===== config.mk =====
export PLATFORM = sky130hd
export DESIGN_NAME = seq_detector_param
export DESIGN_NICKNAME = d
export VERILOG_FILES = /design/src/rtl/seq_detector_param_pkg.sv /design/src/rtl/seq_detector_param_pulse_stretch.sv /design/src/rtl/seq_detector_param.sv
export SDC_FILE = /design/constraint.sdc
export NUM_CORES = 1
export LEC_CHECK = 0
export CORE_UTILIZATION = 38
export DETAILED_ROUTE_END_ITERATION = 12
export DONT_BUFFER_PORTS = 1
export PLACE_DENSITY = 0.51
export SLEW_MARGIN = 10
export SYNTH_ARGS = -nofsm -noshare
export SYNTH_HDL_FRONTEND = slang
export SYNTH_SLANG_ARGS = --single-unit

===== constraint.sdc =====
create_clock -name clk -period 2.05 [get_ports clk]
set_input_delay 0.205 -clock clk [delete_from_list [all_inputs] [get_ports clk]]
set_output_delay 0.205 -clock clk [all_outputs]
set_load 0.005 [all_outputs]

===== src/rtl/seq_detector_param_pkg.sv =====
// Shared definitions for the serial pattern detector: FSM state encoding
// and the width helper for the LED hold counter.
package seq_detector_param_pkg;

  typedef enum logic [1:0] {
    ST_IDLE  = 2'd0,
    ST_FILL  = 2'd1,
    ST_ARMED = 2'd2
  } state_t;

  // Bits needed to hold a down-counter loaded with 'hold'.
  function automatic int hold_width(input int hold);
    return (hold < 2) ? 1 : $clog2(hold + 1);
  endfunction

endpackage


===== src/rtl/seq_detector_param_pulse_stretch.sv =====
// Pulse stretcher: out rises on the edge that sees trig and stays high for
// HOLD cycles after the most recent trigger (retriggerable).
module pulse_stretch
  import seq_detector_param_pkg::*;
#(
  parameter int HOLD = 4
) (
  input  logic clk,
  input  logic rst,
  input  logic trig,
  output logic out
);

  localparam int HW = hold_width(HOLD);

  logic [HW-1:0] hold;

  always_ff @(posedge clk or negedge rst) begin
    if (!rst) begin
      hold <= '0;
      out  <= 1'b0;
    end else if (trig) begin
      hold <= HW'(HOLD);
      out  <= 1'b1;
    end else if (hold > HW'(1)) begin
      hold <= hold - HW'(1);
    end else begin
      hold <= '0;
      out  <= 1'b0;
    end
  end

endmodule


===== src/rtl/seq_detector_param.sv =====
// Parametrised serial pattern detector with runtime-loadable pattern,
// selectable overlap, saturating match counter and stretched LED output.
module seq_detector_param
  import seq_detector_param_pkg::*;
#(
  parameter int               PAT_W    = 3,
  parameter logic [PAT_W-1:0] RST_PAT  = 3'b101,
  parameter int               CNT_W    = 8,
  parameter int               LED_HOLD = 4
) (
  input  logic             clk,
  input  logic             rst,
  input  logic             signal,
  input  logic             sample_en,
  input  logic             cfg_load,
  input  logic [PAT_W-1:0] cfg_pattern,
  input  logic             cfg_overlap,
  output logic             match,
  output logic [CNT_W-1:0] match_cnt,
  output logic             led
);

  localparam int FILL_W = $clog2(PAT_W + 1);

  state_t             state;
  logic [PAT_W-1:0]   history;
  logic [PAT_W-1:0]   pattern;
  logic               overlap;
  logic [FILL_W-1:0]  fill;
  logic [PAT_W-1:0]   shifted;
  logic               hit;

  assign shifted = {history[PAT_W-2:0], signal};

  // fill >= PAT_W-1 means the window is full once this bit is shifted in.
  assign hit = sample_en && !cfg_load &&
               (fill >= FILL_W'(PAT_W - 1)) && (shifted == pattern);

  always_ff @(posedge clk or negedge rst) begin
    if (!rst) begin
      state     <= ST_IDLE;
      history   <= '0;
      pattern   <= RST_PAT;
      overlap   <= 1'b1;
      fill      <= '0;
      match     <= 1'b0;
      match_cnt <= '0;
    end else begin
      match <= 1'b0;
      if (cfg_load) begin
        pattern <= cfg_pattern;
        overlap <= cfg_overlap;
        fill    <= '0;
        state   <= ST_IDLE;
      end else if (sample_en) begin
        history <= shifted;
        if (hit) begin
          match <= 1'b1;
          if (match_cnt != {CNT_W{1'b1}})
            match_cnt <= match_cnt + CNT_W'(1);
        end
        if (hit && !overlap) begin
          fill  <= '0;
          state <= ST_IDLE;
        end else begin
          case (state)
            ST_IDLE: begin
              fill  <= FILL_W'(1);
              state <= ST_FILL;
            end
            ST_FILL: begin
              fill <= fill + FILL_W'(1);
              if (fill == FILL_W'(PAT_W - 1))
                state <= ST_ARMED;
            end
            ST_ARMED: state <= ST_ARMED;
            default: begin
              fill  <= '0;
              state <= ST_IDLE;
            end
          endcase
        end
      end
    end
  end

  pulse_stretch #(
    .HOLD(LED_HOLD)
  ) u_led (
    .clk (clk),
    .rst (rst),
    .trig(hit),
    .out (led)
  );

endmodule

==> summary.txt, run 1 <==
OUTCOME
--------------------------------------------------------------------------------
Status                                                              complete, no violations

DRT
--------------------------------------------------------------------------------
Antenna-violating nets left                                                    0
DR WL/cell                                                               12.8 um
Routed vias/inst                                                            4.81
Number of remaining DRC errors                                                 0
Aggregate routed wire length                                             1950 um
Number of DRC markers in iteration 0                                          16
DRT Pass-1 Iters                                                               4
Overall via count from detail_route                                          736

CLOCK TREE
--------------------------------------------------------------------------------
Count of clock tree sinks                                                     23
Clock transition at the registers of the reported paths                  0.12 ns
Number of buffers inserted during clock tree synthesis                         3
H-tree depth                                                                   1
Cell chosen for the clock root                                      sky130_fd_sc_hd__clkbuf_4
Worst-skew pair later-pin latency                                        0.32 ns
Buffers inserted by post-CTS timing repair                                     0
TritonCTS clock tree                                                        done
Maximum clock path buffer count                                                2

FINAL LAYOUT
--------------------------------------------------------------------------------
Final design utilization                                                   42.5%
Count of antenna diodes in the layout                                          0
Final standard cell count with taps included and fillers excluded            153
Filler Cells Inserted                                                        304
Proportion of layout cells with a drive suffix above 1                     19.3%
Commonest non-fill, non-tap cell in the layout                      sky130_fd_sc_hd__dfrtp_1
Commonest cells after routing, fill and taps aside                  20 x sky130_fd_sc_hd__dfrtp_1, 10 x sky130_fd_sc_hd__nor2_1, 7 x sky130_fd_sc_hd__inv_1, 7 x sky130_fd_sc_hd__ha_1, 6 x sky130_fd_sc_hd__mux2_2
Nets                                                                         126
Relative area change from synthesis to final layout                        6.85%

POWER AND IR DROP
--------------------------------------------------------------------------------
IR Drop Worst-Case VDD                                                  0.671 mV
Leakage power                                                           0.581 nW
Total Power Consumption                                                0.00100 W
Pwr Density                                                           777 nW/um2

PLACEMENT
--------------------------------------------------------------------------------
# port buffers                                                                 0
DPL Wire Length                                                          1450 um
DP Cell Count                                                                147
Routability Congestion                                                     0.794

WORST HOLD PATH
--------------------------------------------------------------------------------
Class of the tightest hold or removal check                         primary input to flip-flop
Worst hold start                                                    cfg_pattern[1]

CRITICAL PATH
--------------------------------------------------------------------------------
Delay of the slowest cell on the worst path                              0.40 ns
Type of the worst setup path                                        flip-flop to flip-flop
Worst-case register-to-register setup slack                              0.31 ns
Data arrival time of the worst path                                      1.95 ns
Max Fanout on Critical Path                                                   11
FF-to-FF Start                                                      fill[0]$_DFFE_PN0P_
Critical Path Start                                                 fill[0]$_DFFE_PN0P_
Worst setup SP type                                                    flip-flop
Worst path required time                                                 2.26 ns
Worst setup EP type                                                    flip-flop
Cell-by-cell trace of the critical path                             inv_1 -> ha_1 -> nor2_1 -> nor3_4 -> nand3_4 -> inv_2 -> nand2_4 -> mux2_4
Worst path top cell family by delay                                 simple AND/OR/NAND/NOR gates
Critical-path top delay cell                                        sky130_fd_sc_hd__dfrtp_1
Total buffers and inverters traversed by the critical path                     2

STA
--------------------------------------------------------------------------------
Pin slew with the least headroom to its limit                            1.03 ns
Hold Worst Slack                                                       0.0373 ns
Count of final hold-check violations                                           0
Final period utilization                                                   85.0%
Final sum of negative setup slack                                           0 ns
Final number of setup-violating endpoints                                      0
Fin crit period                                                          1.74 ns
Relative slew slack                                                        31.4%
Highest clock rate                                                       574 MHz
Worst Clk Skew                                                        0.00835 ns
Fin. max-slew vios                                                             0
Setup repair after global routing missed its margin                        false

FLOORPLAN
--------------------------------------------------------------------------------
Initial standard-cell utilization of the core                              39.8%
Die X                                                                    58.3 um
Number of top-level pins                                                      19
Die area                                                                3400 um2
Core Box Area                                                           3030 um2
Chip Height                                                              58.3 um
Rows                                                                          20

YOSYS
--------------------------------------------------------------------------------
Mapped Nets                                                                  121
Area share of the largest cell type after synthesis                        41.5%
Syn_area_per_cell                                                       11.5 um2
Synth area leader                                                   sky130_fd_sc_hd__dfrtp_1
Post-synthesis instance area                                            1200 um2
Flops & latches, synth                                                        23
Cells after Synth                                                            105
Total of warnings raised by yosys                                              0
Sequential cell area fraction in the yosys report                          48.1%
Biggest area contributors in the synthesized netlist                sky130_fd_sc_hd__dfrtp_1 42%, sky130_fd_sc_hd__ha_1 7.3%, sky130_fd_sc_hd__dfstp_2 6.5%
Number of distinct library cells after synthesis                              36

GRT
--------------------------------------------------------------------------------
Vias in the first global route                                               753
Pin count of the biggest net entering global routing                          24
Initial antenna violation count                                                0
Overall routing resource usage                                             13.5%
Overflow left after global routing                                             0
First-pass GRT wire length                                               3420 um

RUN
--------------------------------------------------------------------------------
Max-cap viol count                                                             0

[power breakdown]
part / internal, W / switching (W) / total, W
registers: 0.000515 / 0.0000426 / 0.000557
clock network: 0.0000745 / 0.000140 / 0.000214
logic: 0.000107 / 0.000122 / 0.000229
total: 0.000696 / 0.000304 / 0.00100
[cells by family (layout without fill, tap and decap cells)]
logic type	after synthesis	after routing	share of synthesized area, %
and+or+nand+nor	36	36	19.3
DFF	23	23	48.1
AOI/OAI and AO/OA	14	14	8.31
buffers and inverters	10	14	4.36
xor gates and xnor gates	8	8	5.81
adders and majority gates	7	7	7.27
muxes	7	7	6.85
[per-stage QoR]
step	cell area (um2)	setup slack, ns
after floorplan	1200	0.417
after global placement	1240	0.343
after detailed placement	1240	0.315
after CTS	1290	0.294
after global routing	1290	0.169
final	1290	0.308
[routing by layer]
metal	track usage [%]	vias to the layer above	part of all wire [%]
li1	-	378	-
met1	18.9	343	51
met2	20.0	13	44
met3	4.84	2	4.1
met4	3.06	0	0.51
met5	0	-	0
[sequential cells by signal, summed over array words and instances (netlist names)]
signal      count
u_led.out       1
history         2
match_cnt       8
pattern         3
u_led.hold      3
fill            2
match           1
state           2
overlap         1
[cells in the mapped netlist, drive strengths merged]
master / count
nand2b: 3
o311ai: 1
inv: 8
a21oi: 4
buf: 2
nor4: 1
a41oi: 1
nor2: 10
dfrtp: 20
nor3: 4
a32oi: 1
dfstp: 3
mux2: 7
nor4b: 1
nand3b: 1
xor2: 4
and3: 2
nand3: 4
nor2b: 2
xnor2: 4
and2: 2
ha: 7
a32o: 2
a31oi: 2
nand4: 1
o21ai: 1
o31ai: 1
nand2: 5
a2111oi: 1
[final timing paths]
path,to,cells past startpoint
min reg2reg,u_led.hold[0]$_DFF_PN0_,1
min in group asynchronous,state[1]$_DFFE_PN0P_,1
min,pattern[1]$_DFFE_PN0P_,1
max in group asynchronous,history[1]$_DFFE_PN0P_,1
max reg2reg,match_cnt[1]$_DFFE_PN0P_,8
max,match_cnt[1]$_DFFE_PN0P_,8
[repair_timing]
action | 4_1_cts | 5_1_grt
gates resized for setup | 0 | 0
endpoints found under the hold margin | 25 | 0
hold buffers | 2 | 0
[final cells by class]
cell class,count,area (um2),area share [%]
flip-flops and latches,23,579,45.0
multi-input cells,72,573,44.5
well taps,44,55.1,4.28
inverters,8,30.0,2.33
clock buffers,3,22.5,1.75
repair buffers,2,20.0,1.55
clock inverters,1,7.51,0.583
No activity file was read; power rests on OpenSTA's default activity.
==> run 2: changes to the inputs <==
clock period = 1.7 ns   (was 2.05 ns; I/O delays follow)
==> summary.txt, run 2 (same netlist as run 1, synthesis figures left out) <==
POWER AND IR DROP
----------------------------------------------------------------------------------
IR Drop Worst-Case VDD                                                    0.472 mV
Leakage power                                                             0.656 nW
Pwr Density                                                             845 nW/um2
Total Power Consumption                                                  0.00123 W

WORST HOLD PATH
----------------------------------------------------------------------------------
Hold endpoint                                                         fill[1]$_DFFE_PN0P_
Worst hold start                                                          cfg_load
Number of stages on the worst hold path                                          3
Class of the tightest hold or removal check                           primary input to flip-flop

FLOORPLAN
----------------------------------------------------------------------------------
Initial standard-cell utilization of the core                                39.8%
Die X                                                                      58.3 um
Core Box Area                                                             3030 um2
Number of top-level pins                                                        19
Die area                                                                  3400 um2
Chip Height                                                                58.3 um
Rows                                                                            20

CRITICAL PATH
----------------------------------------------------------------------------------
Type of the worst setup path                                          flip-flop to flip-flop
Max Fanout on Critical Path                                                      7
Logic depth of the worst register-to-register path                               8
Worst path required time                                                   1.90 ns
FF-to-FF Start                                                        fill[0]$_DFFE_PN0P_
Worst setup SP type                                                      flip-flop
Total buffers and inverters traversed by the critical path                       2
R2R Path End                                                          match_cnt[1]$_DFFE_PN0P_
Worst path top cell family by delay                                   simple AND/OR/NAND/NOR gates
Data arrival time of the worst path                                        1.83 ns
Critical-path top delay cell                                          sky130_fd_sc_hd__dfrtp_1
Worst setup EP type                                                      flip-flop
Delay of the slowest cell on the worst path                                0.41 ns
Worst-case register-to-register setup slack                                0.07 ns
Cell-by-cell trace of the critical path                               inv_2 -> ha_4 -> nor2_2 -> nor3_4 -> nand3_4 -> inv_6 -> nand2_4 -> mux2_4

DRT
----------------------------------------------------------------------------------
Number of DRC markers in iteration 0                                            23
DR WL/cell                                                                 13.3 um
Overall via count from detail_route                                            822
Antenna-violating nets left                                                      0
DRT Pass-1 Iters                                                                 4
Aggregate routed wire length                                               2240 um
Number of remaining DRC errors                                                   0
Routed vias/inst                                                              4.89

FINAL LAYOUT
----------------------------------------------------------------------------------
Final design utilization                                                     48.2%
Largest register by flop count                                           match_cnt
Nets                                                                           141
Flip-flop count of the largest register, all copies and words added              8
Proportion of layout cells with a drive suffix above 1                       26.6%
Relative area change from synthesis to final layout                          21.2%
Top Registers                                                         match_cnt (8), pattern (3), u_led.hold (3)
Filler Cells Inserted                                                          307
Count of antenna diodes in the layout                                            0
Commonest non-fill, non-tap cell in the layout                        sky130_fd_sc_hd__dfrtp_1
Final standard cell count with taps included and fillers excluded              168
Commonest cells after routing, fill and taps aside                    20 x sky130_fd_sc_hd__dfrtp_1, 9 x sky130_fd_sc_hd__nor2_1, 8 x sky130_fd_sc_hd__dlygate4sd3_1, 8 x sky130_fd_sc_hd__buf_4

GRT
----------------------------------------------------------------------------------
Overflow left after global routing                                               0
Vias in the first global route                                                 837
Initial antenna violation count                                                  0
First-pass GRT wire length                                                 3680 um
Overall routing resource usage                                               14.6%
Pin count of the biggest net entering global routing                            24

CLOCK TREE
----------------------------------------------------------------------------------
Clock transition at the registers of the reported paths                    0.12 ns
Maximum clock path buffer count                                                  2
TritonCTS clock tree                                                          done
H-tree depth                                                                     1
Cell chosen for the clock root                                        sky130_fd_sc_hd__clkbuf_4
Worst-skew pair later-pin latency                                          0.30 ns
Number of buffers inserted during clock tree synthesis                           3
Count of clock tree sinks                                                       23

RUN
----------------------------------------------------------------------------------
Max-cap viol count                                                               0

STA
----------------------------------------------------------------------------------
Relative slew slack                                                          30.9%
Worst Clk Skew                                                          0.00301 ns
Final number of setup-violating endpoints                                        0
Final period utilization                                                     95.9%
Highest clock rate                                                         613 MHz
Pin slew with the least headroom to its limit                              1.03 ns
Count of final hold-check violations                                             0
Fin. max-slew vios                                                               0
Fin crit period                                                            1.63 ns
Hold Worst Slack                                                         0.0193 ns

PLACEMENT
----------------------------------------------------------------------------------
DP Cell Count                                                                  154
Routability Congestion                                                       0.827
DPL Wire Length                                                            1600 um
# port buffers                                                                   0

OUTCOME
----------------------------------------------------------------------------------
Status                                                                complete, no violations

-- run 2: cell type report --
class / count / area [um2] / area share, %
well taps: 44 / 55.1 / 3.77
flip-flops and latches: 23 / 579 / 39.7
clock buffers: 4 / 26.3 / 1.80
repair buffers: 17 / 151 / 10.4
inverters: 8 / 35.0 / 2.40
multi-input cells: 72 / 613 / 42.0
-- run 2: how the worst max path moves through the flow --
stage | from | to | slack, ns | cells after the start
after floorplan | fill[0]$_DFFE_PN0P_ | match_cnt[1]$_DFFE_PN0P_ | 0.07 | 9
after global placement | fill[0]$_DFFE_PN0P_ | match_cnt[2]$_DFFE_PN0P_ | 0.05 | 9
after detailed placement | fill[0]$_DFFE_PN0P_ | match_cnt[1]$_DFFE_PN0P_ | 0.02 | 8
after CTS | fill[0]$_DFFE_PN0P_ | match_cnt[1]$_DFFE_PN0P_ | 0.03 | 8
after global routing | fill[0]$_DFFE_PN0P_ | match_cnt[1]$_DFFE_PN0P_ | -0.008 | 8
final | fill[0]$_DFFE_PN0P_ | match_cnt[1]$_DFFE_PN0P_ | 0.07 | 8
-- run 2: metrics by stage --
| stage | instance area (um2) | worst slack (ns) | setup TNS [ns] |
|---|---|---|---|
| 6_report | 1460 | 0.0698 | 0 |
| 5_1_grt | 1460 | -0.00799 | -0.0149 |
| 4_1_cts | 1380 | 0.0263 | 0 |
| 3_5_place_dp | 1290 | 0.0246 | 0 |
| 3_3_place_gp | 1290 | 0.0521 | 0 |
| 2_1_floorplan | 1200 | 0.0674 | 0 |
-- run 2: timing repair --
item | in CTS | in global routing
endpoints found under the setup margin | 1 | 6
hold buffers | 6 | 2
gates resized for setup | 1 | 9
setup buffers | 0 | 2
pin swaps | 0 | 3
endpoints found under the hold margin | 29 | 4
-- run 2: routing by layer --
metal / vias to the layer above / GRT usage, % / part of all wire [%]
li1: 407 / - / -
met5: - / 0 / 0
met2: 9 / 22.8 / 50
met3: 2 / 3.08 / 2.8
met1: 404 / 19.7 / 46
met4: 0 / 6.12 / 0.76
-- run 2: where the power goes --
part / total, W / switching [W] / internal, W
Sequential: 0.000671 / 0.0000499 / 0.000621
Combinational: 0.000314 / 0.000162 / 0.000152
Clock: 0.000249 / 0.000158 / 0.0000914
Total: 0.00123 / 0.000370 / 0.000864
-- run 2: tightest hold or removal path: stages --
cell                      delay, ns
sky130_fd_sc_hd__nor2_1        0.02
sky130_fd_sc_hd__nand2_1       0.05
sky130_fd_sc_hd__o31ai_1       0.05
==> run 3: changes to the inputs <==
SLEW_MARGIN = default   (was 10)
==> results of run 3 <==
No change in the layout: final DEF, timing and power equal those of run 2.
